## config.mk

```make
export PLATFORM = sky130hd
export DESIGN_NAME = mem_responder
export DESIGN_NICKNAME = d
export VERILOG_FILES = /design/src/rtl/mem_pkg.sv /design/src/rtl/mem_wait_cnt.sv /design/src/rtl/mem_responder.sv
export SDC_FILE = /design/constraint.sdc
export NUM_CORES = 1
export LEC_CHECK = 0
export ABC_CLOCK_PERIOD_IN_PS = 7300
export CAP_MARGIN = 20
export CORE_UTILIZATION = 46
export CTS_CLUSTER_DIAMETER = 40
export DETAILED_ROUTE_END_ITERATION = 12
export PLACE_DENSITY = 0.86
export SETUP_SLACK_MARGIN = 0.2
export SYNTH_ARGS = -nofsm -noshare
export SYNTH_HDL_FRONTEND = slang
export SYNTH_SLANG_ARGS = --single-unit
```

## constraint.sdc

```tcl
create_clock -name clk -period 7.3 [get_ports clk]
set_input_delay 1.46 -clock clk [delete_from_list [all_inputs] [get_ports clk]]
set_output_delay 1.46 -clock clk [all_outputs]
set_load 0.005 [all_outputs]
```

## src/rtl/mem_pkg.sv

```systemverilog
// Shared definitions for the memory-stage responder: default widths,
// wait-counter width and the access FSM state encoding.
package mem_pkg;

  localparam int ADDR_W_DEF = 20;
  localparam int DATA_W_DEF = 32;
  localparam int CNT_W      = 4;

  typedef enum logic [1:0] {
    IDLE   = 2'd0,
    ACCESS = 2'd1,
    DONE   = 2'd2
  } mem_state_e;

endpackage

```

## src/rtl/mem_wait_cnt.sv

```systemverilog
// Loadable down-counter that times SRAM wait states; zero marks the
// final cycle of an access.
module mem_wait_cnt
  import mem_pkg::*;
(
  input  logic             clk,
  input  logic             rst,
  input  logic             load,
  input  logic             dec,
  input  logic [CNT_W-1:0] load_val,
  output logic             zero
);

  logic [CNT_W-1:0] count_reg;

  always_ff @(posedge clk or posedge rst) begin
    if (rst) begin
      count_reg <= '0;
    end else if (load) begin
      count_reg <= load_val;
    end else if (dec && (count_reg != '0)) begin
      count_reg <= count_reg - 1'b1;
    end
  end

  assign zero = (count_reg == '0);

endmodule

```

## src/rtl/mem_responder.sv

```systemverilog
// Memory-stage responder: single-cycle IP peripheral writes and
// multi-cycle SRAM accesses that stall the pipeline until data is ready.
module mem_responder
  import mem_pkg::*;
#(
  parameter int ADDR_W      = ADDR_W_DEF,
  parameter int DATA_W      = DATA_W_DEF,
  parameter int WAIT_CYCLES = 2
) (
  input  logic              clk,
  input  logic              rst,
  input  logic [ADDR_W-1:0] address_in,
  input  logic              datarw_in,
  input  logic              dataena_in,
  input  logic              IP_write_in,
  input  logic [DATA_W-1:0] wdata_in,
  output logic              stall_out,
  output logic [DATA_W-1:0] rdata_out,
  output logic              rdata_valid_out,
  output logic [ADDR_W-1:0] sram_addr,
  output logic [DATA_W-1:0] sram_wdata,
  input  logic [DATA_W-1:0] sram_rdata,
  output logic              sram_ce,
  output logic              sram_we,
  output logic [7:0]        ip_addr_out,
  output logic [DATA_W-1:0] ip_wdata_out,
  output logic              ip_we_out,
  output logic              err_out
);

  localparam logic [CNT_W-1:0] WAIT_LOAD = WAIT_CYCLES[CNT_W-1:0];

  mem_state_e state_reg;
  mem_state_e state_next;

  logic idle;
  logic accept_sram;
  logic ip_write;
  logic ip_illegal;
  logic in_access;
  logic cnt_zero;
  logic last_access;

  assign idle        = (state_reg == IDLE);
  assign in_access   = (state_reg == ACCESS);
  assign accept_sram = idle & dataena_in & ~IP_write_in;
  assign ip_write    = idle & dataena_in & IP_write_in & datarw_in;
  assign ip_illegal  = idle & dataena_in & IP_write_in & ~datarw_in;
  assign last_access = in_access & cnt_zero;

  mem_wait_cnt u_wait_cnt (
    .clk      (clk),
    .rst      (rst),
    .load     (accept_sram),
    .dec      (in_access),
    .load_val (WAIT_LOAD),
    .zero     (cnt_zero)
  );

  always_ff @(posedge clk or posedge rst) begin
    if (rst) begin
      state_reg <= IDLE;
    end else begin
      state_reg <= state_next;
    end
  end

  // Stall is combinational so the pipeline freezes in the acceptance cycle;
  // it is gated by rst so an abort drops it immediately.
  always_comb begin
    state_next = state_reg;
    stall_out  = 1'b0;
    case (state_reg)
      IDLE:    if (accept_sram) state_next = ACCESS;
      ACCESS:  if (cnt_zero) state_next = DONE;
      DONE:    state_next = IDLE;
      default: state_next = IDLE;
    endcase
    stall_out = ~rst & (accept_sram | in_access);
  end

  // SRAM port: captured at acceptance, held constant through ACCESS.
  always_ff @(posedge clk or posedge rst) begin
    if (rst) begin
      sram_ce    <= 1'b0;
      sram_we    <= 1'b0;
      sram_addr  <= '0;
      sram_wdata <= '0;
    end else if (accept_sram) begin
      sram_ce    <= 1'b1;
      sram_we    <= datarw_in;
      sram_addr  <= address_in;
      sram_wdata <= wdata_in;
    end else if (last_access) begin
      sram_ce    <= 1'b0;
      sram_we    <= 1'b0;
    end
  end

  always_ff @(posedge clk or posedge rst) begin
    if (rst) begin
      rdata_out       <= '0;
      rdata_valid_out <= 1'b0;
    end else begin
      rdata_valid_out <= last_access & ~sram_we;
      if (last_access && !sram_we) begin
        rdata_out <= sram_rdata;
      end
    end
  end

  always_ff @(posedge clk or posedge rst) begin
    if (rst) begin
      ip_we_out    <= 1'b0;
      ip_addr_out  <= '0;
      ip_wdata_out <= '0;
      err_out      <= 1'b0;
    end else begin
      ip_we_out <= ip_write;
      if (ip_write) begin
        ip_addr_out  <= address_in[7:0];
        ip_wdata_out <= wdata_in;
      end
      if (ip_illegal) begin
        err_out <= 1'b1;
      end
    end
  end

endmodule

```

# ---- Word-level counts from Yosys, hierarchy flattened
# Index checks and enable logic that the tools add are counted.
dict set report totals {
  wordCells 46
  in_bits 89
  output_inout_bits 130
  regBits 135
}
dict set report op_classes {
  mux 8
  bitwise 13
  add_sub_neg 1
  reduce_logical 9
  n_eq_ne 3
}
# op n
set op_table {}
lappend op_table {{1-bit AND} 8}
lappend op_table {{4-bit 2-to-1 mux} 2}
lappend op_table {{4-bit zero test} 1}
lappend op_table {{2-bit 2-to-1 mux} 2}
lappend op_table {{2-bit by 1-bit != test with 1-bit output (second input constant)} 2}
lappend op_table {{1-bit NOT} 4}
lappend op_table {{2-bit case mux with 2 select lines} 1}
lappend op_table {{2-bit nonzero test} 2}
lappend op_table {{4-bit nonzero test} 1}
lappend op_table {{4-bit by 1-bit subtractor with 4-bit output (second input constant)} 1}
lappend op_table {{1-bit 2-to-1 mux} 3}
lappend op_table {{2-bit by 1-bit equality test with 1-bit output (second input constant)} 1}
lappend op_table {{1-bit logical AND} 2}
lappend op_table {{2-bit zero test} 1}
lappend op_table {{2-bit AND reduction} 1}
lappend op_table {{1-bit zero test} 1}
lappend op_table {{1-bit OR} 1}

# ---- Logic depth before layout (Yosys ltp)
dict set report logic_depth {
  ltp_word 5
  ltp_mapped 7
  mapped_depth_nobuf 5
}

# ---- Hierarchy
# A second synthesis with hierarchy kept.
dict set report unflattened {
  hier_cells 317
  hier_area_um2 5243.8
}
# module n_inst cells_each seq_area_each_um2 area_per_inst_um2
set by_module_without_submodules {}
lappend by_module_without_submodules {mem_responder 1 289 3278.1 4982.3}
lappend by_module_without_submodules {mem_wait_cnt 1 28 100.1 261.5}

# ---- Worst setup path after synthesis
# No wires, ideal clock.
dict set report synth_timing {
  path_kind {input to output}
  start {input port IP_write_in}
  end {output port stall_out}
  slack_ns 3.383
  required_ns 5.840
  path_buffers 2
  stages 4
  arrival_time_ns 2.457
  path_cell_list {or4b_1 clkbuf_1 clkbuf_1 a21oi_1}
}
dict set report synth_between {
  elab_chain_len 4
}
# item line
set synth_lines {}
lappend synth_lines {{from (decl)} mem_responder.sv:15} ;# input logic IP_write_in,
lappend synth_lines {{1-bit NOT} mem_responder.sv:46} ;# assign accept_sram = idle & dataena_in & ~IP_write_in;
lappend synth_lines {{1-bit AND} mem_responder.sv:46}
lappend synth_lines {{1-bit OR} mem_responder.sv:79} ;# stall_out = ~rst & (accept_sram | in_access);
lappend synth_lines {{1-bit AND} mem_responder.sv:79}
lappend synth_lines {{to (decl)} mem_responder.sv:17} ;# output logic stall_out,
# Every way passes these cells.

# ---- Final worst setup path
# Ends and elaborated chain as after synthesis.

==> summary.txt <==
Outcome - finished, final reports clean
DR iter-0 viols - 189
# IOs - 219
Seq/Total Area, Yosys - 0.660
Detail Route Antenna Nets - 0
Dpl hpwl - 8930 um
CTS Hold Bufs - 0
Final Skew - 0.00743 ns
Initial antenna violation count - 0
Clk buf depth - 2
Total Wirelength - 13,000 um
Die Area - 11,600 um^2
Setup slack after layout - 2.40 ns
Fmax - 204 MHz
Register area - 3380 um^2
Avg WL per Cell - 16.4 um
Avg Inst Size Synth - 12.2 um^2
Clk Tree Root Cell - clkbuf_8
RSZ-0062 raised after global routing - false
Synthesis-stage register bit count - 135
Worst EP required - 5.84 ns
IO Port Bufs - 218
Die H - 107 um
Core area - 10,800 um^2
Worst Path Buf+Inv - 2
FILL cells - 752
Cells after Synth - 421
Global-route wire length before repair - 20,600 um
Delay-heaviest family, CP - buffers and inverters
Clk slew on worst S/H paths - 0.05 ns
Largest net degree at the start of global routing - 72
Cell row count - 38
Power per cell area - 441 nW/um^2
Crit. End Element - output pin
Worst-skew pair later-pin latency - 0.52 ns
Total Power - 0.00356 W
Reg2reg path depth - 6
Minimum clock period - 4.90 ns
Post-CTS sizing - 0
Arrival @ worst endpoint - 3.44 ns
Share of cells above drive strength 1 - 0.153
Synthesis Warnings - 0
Num CTS Buffers - 17
Worst path max stage delay - 0.78 ns
Slew Viols, Final - 0
Gr usage total - 0.236
Area of the multi-input gates - 1640 um^2
RR Endpoint - rdata_out[30]$_DFFE_PP0P_
H-tree depth - 4
TritonCTS clock tree - yes
Hold endpoint - sram_addr[13]$_DFFE_PP0P_
Final hold viol count - 0
Initial core utilization - 0.472
Hold depth - 2
Vias in the first global route - 4,144
Hold Crit Start - sram_addr[13]$_DFFE_PP0P_
Clk sinks - 135
Final setup TNS - 0 ns
Slew Limit Headroom - 0.419
Worst r2r src - u_wait_cnt.count_reg[0]$_DFFE_PP0P_
Ant. Diodes - 0
Slew at the pin with the worst max-slew slack - 0.871 ns
Biggest regs - ip_wdata_out x32, rdata_out x32, sram_wdata x32
Max_cap viols - 0
Post-route clock period utilization - 0.672
Syn_nets - 512
Max IR drop VDD - 0.216 mV
Slowest CP cell - or4b_2
Reg-to-reg slack, setup - 5.05 ns
CP startpoint kind - input pin
Routability cong. - 0.745
Area growth from synthesis to final layout - 57.8%
Die Wd - 107 um
Routed via count - 3,908
HP Class - reg -> reg
CP most frequent cell - clkdlybuf4s50_1
Fin nets - 733
CP Max Fanout - 4
Critical path type - in -> out
Crit-path cells - clkdlybuf4s50_1 -> or4b_2 -> a21oi_1 -> clkdlybuf4s50_1
Vias/cell - 4.92
DRC Markers - 0
TritonRoute pass-1 iters - 4
Mapped Area - 5120 um^2
Overflow left after global routing - 0
Leakage - 3.69 nW
Final Setup Violations - 0
Pre-CTS WS - 2.40 ns
Setup bufs post-CTS - 0
Netlist cell types - 26
Final Util - 0.745
cells in the final DEF (no fill, tap or decap), drive strengths merged:
master         count
nand3              3
clkinv             2
nor2               1
bufinv             5
nand2b             1
ha                 2
mux2i              1
o211ai             2
o31ai              1
dfrtp            135
inv                4
clkbuf            24
nand2            162
mux2              72
clkinvlp           1
a21oi              2
nor2b              1
buf                5
or4b               1
nor3b              2
or3                1
nor3               1
clkdlybuf4s50    218
o21bai             1
o21ai              5
nor4b              1
or3b               1
routing by layer:
| metal | global-route usage | share of wire | vias up |
|---|---|---|---|
| li1 | - | - | 1819 |
| met4 | 0.0988 | 0.021 | 0 |
| met2 | 0.408 | 0.52 | 148 |
| met5 | 0 | 0 | - |
| met1 | 0.263 | 0.38 | 1917 |
| met3 | 0.0854 | 0.077 | 24 |
cell families (layout without fill, tap and decap cells):
| logic type | after synthesis | in the layout | share of synthesized area |
|---|---|---|---|
| AOI/OAI and AO/OA | 11 | 11 | 0.0127 |
| DFF | 135 | 135 | 0.660 |
| muxes | 73 | 73 | 0.160 |
| buffers and inverters | 25 | 259 | 0.0232 |
| and+or+nand+nor | 175 | 175 | 0.139 |
| adders and majority gates | 2 | 2 | 0.00489 |
synthesized netlist by cell type:
cell	instances	area [um^2]
clkbuf_1	12	45.0
nor2b_1	1	6.26
o31ai_1	1	7.51
buf_2	2	10.0
mux2_2	62	698
o21ai_0	5	25.0
o21bai_1	1	7.51
nor4b_2	1	15.0
inv_1	4	15.0
nand2b_1	1	6.26
or3_1	1	6.26
or3b_1	1	8.76
ha_1	2	25.0
buf_1	4	15.0
mux2_1	10	113
nand2_1	162	608
o211ai_1	2	15.0
or4b_1	1	10.0
nor2_1	1	3.75
a21oi_1	2	10.0
mux2i_1	1	10.0
buf_6	3	33.8
nor3_4	1	16.3
nor3b_1	2	15.0
dfrtp_1	135	3380
nand3_1	3	15.0
worst max-delay path by stage:
stage	start	end	slack, ns	cells after the start
global route	IP_write_in	stall_out	2.34	4
CTS	IP_write_in	stall_out	2.39	4
finish	IP_write_in	stall_out	2.40	4
global placement	IP_write_in	stall_out	2.41	4
detailed placement	IP_write_in	stall_out	2.40	4
floorplan	rst	err_out$_DFFE_PP0P_	2.23	1
worst reg2reg max path: cells and delay by family (launching register included):
family	cells	cell delay (ns)
DFF	1	0.38
muxes	1	0.41
adders and majority gates	1	0.19
and+or+nand+nor	2	0.65
buffers and inverters	2	0.51
where the power goes:
group	internal (W)	switching (W)	leakage [nW]
logic	0.000864	0.000469	1.73
clock network	0.000616	0.000300	0.309
registers	0.00111	0.000201	1.65
total	0.00259	0.000971	3.69
per-stage QoR:
step | cell area, um^2 | instances | hold WS, ns
detailed placement | 7440 | 763 | 0.461
finish | 8080 | 795 | 0.471
CTS | 8080 | 795 | 0.475
global route | 8080 | 795 | 0.483
floorplan | 5120 | 421 | 0.468
global placement | 7420 | 762 | 0.457
area by class of cell:
| type | instances | area share |
|---|---|---|
| flip-flops and latches | 135 | 0.418 |
| repair buffers | 223 | 0.276 |
| multi-input cells | 261 | 0.202 |
| clock buffers | 24 | 0.0582 |
| well taps | 140 | 0.0217 |
| clock inverters | 8 | 0.0208 |
| inverters | 4 | 0.00217 |
No activity file was read; power rests on OpenSTA's default activity.
